===== config.mk =====
export PLATFORM = sky130hd
export DESIGN_NAME = pixel_index_fetch
export DESIGN_NICKNAME = d
export VERILOG_FILES = /design/src/rtl/pixel_index_fetch.sv
export SDC_FILE = /design/constraint.sdc
export NUM_CORES = 1
export LEC_CHECK = 0
export CAP_MARGIN = 20
export CORE_MARGIN = 2
export CORE_UTILIZATION = 38
export DETAILED_ROUTE_END_ITERATION = 6
export HOLD_SLACK_MARGIN = 0.05
export PLACE_DENSITY = 0.77
export SYNTH_ARGS = -nofsm -noshare
export SYNTH_HDL_FRONTEND = slang
export SYNTH_SLANG_ARGS = --single-unit

===== constraint.sdc =====
create_clock -name Clk -period 6.95 [get_ports Clk]
set_input_delay 1.7375 -clock Clk [delete_from_list [all_inputs] [get_ports Clk]]
set_output_delay 1.7375 -clock Clk [all_outputs]
set_load 0.01 [all_outputs]

===== src/rtl/pixel_index_fetch.sv =====
// Three-stage pixel pipeline: scan position -> ROM addresses -> palette select/index,
// with a frame-synchronous start/map mode and sprite-over-map transparency.
module pixel_index_fetch #(
  parameter int unsigned SPRITE_W = 16,
  parameter int unsigned SPRITE_H = 16,
  parameter int unsigned BG_SHIFT = 1
) (
  input  logic        Clk,
  input  logic        Reset_n,
  input  logic [9:0]  DrawX,
  input  logic [9:0]  DrawY,
  input  logic        blank_in,
  input  logic        hs_in,
  input  logic        vs_in,
  input  logic        start_mode,
  input  logic [9:0]  sprite_x,
  input  logic [9:0]  sprite_y,
  input  logic [1:0]  sprite_frame,
  output logic [16:0] map_addr,
  output logic [16:0] start_addr,
  output logic [9:0]  sprite_addr,
  input  logic [7:0]  map_data,
  input  logic [4:0]  start_data,
  input  logic [3:0]  sprite_data,
  output logic [1:0]  select,
  output logic [3:0]  palette_color,
  output logic [7:0]  map_palette_color,
  output logic [5:0]  start_palette_color,
  output logic        blank_out,
  output logic        hs_out,
  output logic        vs_out
);
  localparam int unsigned BG_W    = 640 >> BG_SHIFT;
  localparam int unsigned SPR_PIX = SPRITE_W * SPRITE_H;

  typedef enum logic {ST_START = 1'b0, ST_MAP = 1'b1} mode_t;

  mode_t       state, state_nxt;
  logic        vs_q;
  logic        vs_fall_c;
  logic [9:0]  sx_sh, sy_sh;
  logic [1:0]  frame_sh;

  assign vs_fall_c = vs_q & ~vs_in;

  // Frame-boundary edge detect and sprite shadow registers
  always_ff @(posedge Clk or negedge Reset_n) begin
    if (!Reset_n) begin
      vs_q     <= 1'b1;
      sx_sh    <= '0;
      sy_sh    <= '0;
      frame_sh <= '0;
    end else begin
      vs_q <= vs_in;
      if (vs_fall_c) begin
        sx_sh    <= sprite_x;
        sy_sh    <= sprite_y;
        frame_sh <= sprite_frame;
      end
    end
  end

  always_ff @(posedge Clk or negedge Reset_n) begin
    if (!Reset_n) state <= ST_START;
    else          state <= state_nxt;
  end

  always_comb begin
    state_nxt = state;
    if (vs_fall_c) state_nxt = start_mode ? ST_START : ST_MAP;
  end

  // Stage 0 address arithmetic
  logic [9:0]  bx_c, by_c;
  logic [16:0] bg_c;
  logic [10:0] dx_c, dy_c;
  logic        hit_c;
  logic [9:0]  spr_c;

  always_comb begin
    bx_c  = DrawX >> BG_SHIFT;
    by_c  = DrawY >> BG_SHIFT;
    bg_c  = 17'(by_c) * 17'(BG_W) + 17'(bx_c);
    dx_c  = 11'(DrawX) - 11'(sx_sh);
    dy_c  = 11'(DrawY) - 11'(sy_sh);
    // Unsigned compare rejects negative offsets, which appear as large values
    hit_c = (dx_c < 11'(SPRITE_W)) && (dy_c < 11'(SPRITE_H));
    spr_c = 10'(frame_sh) * 10'(SPR_PIX) + 10'(dy_c) * 10'(SPRITE_W) + 10'(dx_c);
  end

  logic  hit1, hit2, blank1, blank2, hs1, hs2, vs1, vs2;
  mode_t mode1, mode2;

  always_ff @(posedge Clk or negedge Reset_n) begin
    if (!Reset_n) begin
      map_addr    <= '0;
      start_addr  <= '0;
      sprite_addr <= '0;
      hit1   <= 1'b0;  hit2   <= 1'b0;
      mode1  <= ST_START; mode2 <= ST_START;
      blank1 <= 1'b1;  blank2 <= 1'b1;
      hs1    <= 1'b1;  hs2    <= 1'b1;
      vs1    <= 1'b1;  vs2    <= 1'b1;
    end else begin
      map_addr    <= bg_c;
      start_addr  <= bg_c;
      sprite_addr <= hit_c ? spr_c : 10'd0;
      hit1   <= hit_c;    hit2   <= hit1;
      mode1  <= state;    mode2  <= mode1;
      blank1 <= blank_in; blank2 <= blank1;
      hs1    <= hs_in;    hs2    <= hs1;
      vs1    <= vs_in;    vs2    <= vs1;
    end
  end

  // Stage 2 priority resolve: blank, start screen, opaque sprite, map
  logic [1:0] sel_c;
  logic [3:0] pal_c;
  logic [7:0] map_c;
  logic [5:0] st_c;

  always_comb begin
    sel_c = 2'd2;
    pal_c = '0;
    map_c = '0;
    st_c  = '0;
    if (!blank2) begin
      if (mode2 == ST_START) begin
        sel_c = 2'd3;
        st_c  = {1'b0, start_data};
      end else if (hit2 && (sprite_data != 4'd0)) begin
        sel_c = 2'd0;
        pal_c = sprite_data;
      end else begin
        sel_c = 2'd1;
        map_c = map_data & 8'h7f;
      end
    end
  end

  always_ff @(posedge Clk or negedge Reset_n) begin
    if (!Reset_n) begin
      select              <= 2'd2;
      palette_color       <= '0;
      map_palette_color   <= '0;
      start_palette_color <= '0;
      blank_out           <= 1'b1;
      hs_out              <= 1'b1;
      vs_out              <= 1'b1;
    end else begin
      select              <= sel_c;
      palette_color       <= pal_c;
      map_palette_color   <= map_c;
      start_palette_color <= st_c;
      blank_out           <= blank2;
      hs_out              <= hs2;
      vs_out              <= vs2;
    end
  end

endmodule


# Word level (Yosys, flattened, before mapping)
# Index checks and enable logic that the tools add are counted.
# W data, S select, Z words.
totals:
  out_inout_bits: 67
  register_bits: 83
op_classes:
  n_reduce_logical: 3
  bitwise: 2
  multipliers: 1
  magnitude_cmp: 2
  add_sub_neg: 5
  n_mux: 13
ops:
  columns: ["op", "count"]
  rows:
  - ["$lt A11 B5 Y1 const B", 2]
  - ["$sub A10 B10 Y11", 2]
  - ["$add A10 B10 Y10", 2]
  - ["$add A17 B9 Y17", 1]
  - ["$mux W7", 2]
  - ["$mux W4", 3]
  - ["$mul A9 B3 Y11 const B", 1]
  - ["$mux W10", 1]
  - ["$mux W8", 1]
  - ["$mux W6", 1]
  - ["$mux W5", 1]
  - ["$mux W2", 2]
  - ["$reduce_bool A4 Y1", 1]
  - ["$logic_and A1 B1 Y1", 2]
  - ["$mux W1", 2]
  - ["$and A1 B1 Y1", 1]
  - ["$not A1 Y1", 1]

# Logic depth before layout (Yosys ltp)
depth:
  ltp_word: 5
  depth_mapped: 15
  depth_no_buf: 15

# Least setup slack after synthesis
# No wires, ideal clock.
synth_path:
  path_type: "in2reg"
  startpoint: "input DrawX[0]"
  endpoint: "register sprite_addr[9]"
  cell_stages: 15
  slack_ns: 2.400
  arrival_ns: 4.411
  setup_time_ns: 0.139
  t_required_ns: 6.811
  n_path_buf: 0
  path_cell_list: "inv_1 ha_1 inv_1 fa_1 a211oi_1 o21bai_1 a21oi_1 xor2_1 inv_1 ha_1 fa_1 a21o_1 a21oi_1 xnor2_1 nor3_1"
synth_via:
  elab_chain_len: 4
synth_rtl:
  columns: ["element", "line", "source"]
  rows:
  - ["from (decl)", "10", "input logic [9:0] DrawX,"]
  - ["$sub A10 B10 Y11 *", "84", "dx_c = 11'(DrawX) - 11'(sx_sh);"]
  - ["$lt A11 B5 Y1", "87", "hit_c = (dx_c < 11'(SPRITE_W)) && (dy_c < 11'(SPRITE_H));"]
  - ["$logic_and A1 B1 Y1", "87", null]
  - ["$mux W10 *", "107", "sprite_addr <= hit_c ? spr_c : 10'd0;"]
  - ["to (signal assigned)", "107", null]
  - ["to (decl)", "21", "output logic [9:0] sprite_addr,"]
# Every way passes the cells marked *; elsewhere a longest branch is shown, timed or not.
# A chain may end at the register's enable or synchronous reset.

# Worst setup path in the final report
# Ends and elaborated chain as after synthesis.

==> results.py <==
metrics = {
    "final_layout": {
        "finalInstanceArea_um2": 6132,
        "fin_nets": 659,
        "n_antenna_cell": 0,
        "area_delta_synth_final_pct": 35.61,
        "fin_cells": 691,
        "utilization_pct": 53.25,
        "drive_above_1_share_pct": 9.307,
        "layout_commonest_cell": "clkdlybuf4s50_1",
        "nFillCells": 1022,
        "final_cell_mix": "127 x clkdlybuf4s50_1, 71 x dfrtp_1, 45 x ha_1",
    },
    "power": {
        "switching_share_pct": 32.46,
        "vdd_drop_max_mv": 0.1132,
        "power_frac_seq_pct": 35.1,
        "pwr-share-comb_pct": 36.1,
        "power_mw": 1.533,
        "intPower_mw": 1.036,
        "p_sw_mw": 0.4977,
        "power.density_nw_per_um2": 250.0,
        "p_leak_nw": 2.732,
        "p_clk_share_pct": 28.8,
    },
    "status": {
        "violations": "design-rule violations",
        "status": "complete, but fails checks",
    },
    "global_route": {
        "antenna_found_initial": 0,
        "grt_usage_pct": 16.43,
        "grt_max_degree": 82,
        "grt_pass1_wl_um": 16800,
        "overflow": 0,
        "grt_pass1_vias": 3509,
    },
    "min_path": {
        "min_path_type": "reg2reg",
    },
    "clocking": {
        "cts-resized-gates": 0,
        "cts_htree_levels": 3,
        "insertion_delay_ns": 0.33,
        "cts_buffer_depth": 2,
        "cts_tree": "done",
        "clock_sinks": 81,
        "postCtsSetupBuffers": 0,
        "cts_buffers": 9,
        "clk_pin_slew_ns": 0.06,
        "cts-root-buf": "clkbuf_16",
        "holdBufCountCts": 0,
    },
    "timing": {
        "setup_viol": 0,
        "period_needed_ns": 5.043,
        "timing.fmax_mhz": 198.3,
        "finalClockSkew_ns": 0.006517,
        "hold_ws_ns": 0.3489,
        "layout_setup_ws_ns": 1.907,
        "finalCritPeriodShare_pct": 72.56,
        "slew_viol_final": 0,
        "totalNegativeSetupSlack_ns": 0,
        "report.final.hold_viol_count": 0,
        "worst_slew_pin_slew_ns": 0.7741,
        "rsz0062_at_grt": "no",
        "maxSlewHeadroom_pct": 48.24,
    },
    "detailed_routing": {
        "drtAntennaViolNets": 0,
        "drc": 14,
        "vias_per_cell": 4.864,
        "drt_iter0_markers": 205,
        "wl_per_cell_um": 14.44,
        "dr.pass1.iters": 6,
        "drt-total-wl_um": 9975,
        "vias": 3361,
    },
    "place": {
        "dp.cells": 674,
        "numPortBuffers": 128,
        "dpl_cell_area_um2": 5824,
        "gp_congestion": 0.8385,
        "hpwl_um": 7797,
        "dp_slack_ns": 1.596,
    },
    "setup_path": {
        "cp_num_buf_inv": 4,
        "cp_cell_sequence": "clkdlybuf4s50_1 > inv_1 > ha_1 > inv_1 > fa_1 > a211oi_1 > o21bai_1 > a21oi_1 > xor2_1 > inv_1 > ha_1 > fa_1 > a21o_1 > a21oi_1 > xnor2_1 > nor3_1",
        "rr_worst_depth": 14,
        "worst_path_max_delay_cell": "fa_1",
        "crit_type": "in2reg",
        "worstSetupStartpointType": "input port",
        "r2r-end": "sprite_addr[9]",
        "worstPathArrival_ns": 5.22,
        "critPathLaunch": "DrawX[0]",
        "critPathMaxStageDelay_ns": 0.48,
        "r2r_start": "sx_sh[0]",
        "cp-end-kind": "flip-flop",
        "crit_required_ns": 7.13,
        "cp_top_family": "adder cells",
        "regToRegSetupSlack_ns": 3.42,
        "critPathCapture": "sprite_addr[9]",
        "cp_max_fo": 3,
        "critical_path_depth": 16,
        "crit_top_cell": "inv_1",
    },
    "die": {
        "die_w_um": 113.1,
        "num_rows": 39,
        "initial_utilization_pct": 39.27,
        "die_height_um": 113.1,
        "pin_count": 132,
        "die-area_um2": 12790,
        "core_area_um2": 11520,
    },
    "run": {
        "cap_violations": 0,
    },
    "synth": {
        "ys.flop_type": "dfrtp_1",
        "synth-seq-cells": 81,
        "avgSynthCellArea_um2": 10.59,
        "ys_seq_area_share_pct": 45.10,
        "synth_edf_count": 0,
        "synth_warnings": 0,
        "synth_cell_types": 56,
        "synthesis.area_um2": 4522,
        "netlist_instances": 427,
        "ys_async_sr_fraction_pct": 100.0,
    },
}
==> metal layers <==
layer	global-route usage (%)	vias to the layer above	part of all wire [%]
li1	-	1663	-
met1	21.26	1583	44
met2	27.43	106	49
met3	3.482	9	5.5
met4	5.691	0	1.2
met5	0	-	0
==> state kept, by name, indices dropped and copies added (netlist names), 2 cells and up <==
| signal | count |
|---|---|
| sprite_addr | 10 |
| sy_sh | 10 |
| palette_color | 4 |
| select | 2 |
| map_palette_color | 7 |
| sx_sh | 10 |
| start_palette_color | 5 |
| start_addr | 17 |
| frame_sh | 2 |
==> logic make-up (layout without fill, tap and decap cells) <==
logic type / count (synthesis) / after routing / synth area share [%]
AOI/OAI and AO/OA: 84 / 84 / 12.20
xor gates and xnor gates: 27 / 27 / 5.230
adders and majority gates: 51 / 51 / 15.11
buffers and inverters: 70 / 190 / 7.637
DFF: 81 / 81 / 45.10
muxes: 6 / 6 / 1.439
other: 1 / 2 / 0.08293
and+or+nand+nor: 107 / 107 / 13.20
==> synth_stat cells (all sizes together) (2+ instances only) <==
library cell	instances	share of area, %
o211ai	3	0.50
dfstp	10	5.8
a21o	4	0.66
o21ai	28	3.1
mux2i	2	0.44
nor3b	3	0.50
a2111oi	2	0.53
a211o	2	0.39
nand3	4	0.44
o21a	7	1.2
o21bai	4	0.66
a21oi	16	1.9
a211oi	7	1.3
mux2	4	1.0
nand2	24	2.0
nor2b	3	0.42
and2	12	1.7
and3	6	0.86
xor2	16	3.1
clkbuf	6	0.50
buf	21	3.6
a311oi	2	0.39
nor3	15	2.9
dfrtp	71	39
xnor2	11	2.1
inv	43	3.6
ha	45	12
nor4	2	0.28
nand2b	7	0.97
nor2	23	1.9
or2	2	0.28
fa	6	2.7
==> power groups by stage <==
stage / Combinational, mW / Sequential [mW] / Clock (mW)
floorplan: 0.353 / 0.556 / 0
global placement: 0.532 / 0.544 / 0
detailed placement: 0.552 / 0.547 / 0
CTS: 0.554 / 0.538 / 0.451
global route: 0.617 / 0.543 / 0.473
finish: 0.553 / 0.538 / 0.442
==> final cells by class <==
cell class	count	area (um^2)	area share, %
clock inverter	7	55.05	0.8978
tap	143	178.9	2.918
sequential	81	2039	33.26
clock buffer	9	225.2	3.673
timing repair buffer	131	1321	21.55
inverter	43	161.4	2.632
multi-input combinational	277	2151	35.07
==> how the worst min path moves through the flow <==
stage                     start  endpoint  slack (ns)  depth (start not counted)
after floorplan            hit1      hit2        0.33                          0
after global placement    mode1     mode2        0.33                          0
after detailed placement   hit1      hit2        0.33                          0
after CTS                  hit1      hit2        0.35                          0
after global routing        hs2    hs_out        0.36                          0
final                      hit1      hit2        0.35                          0
Note: power is estimated with default switching activity, not from simulation.
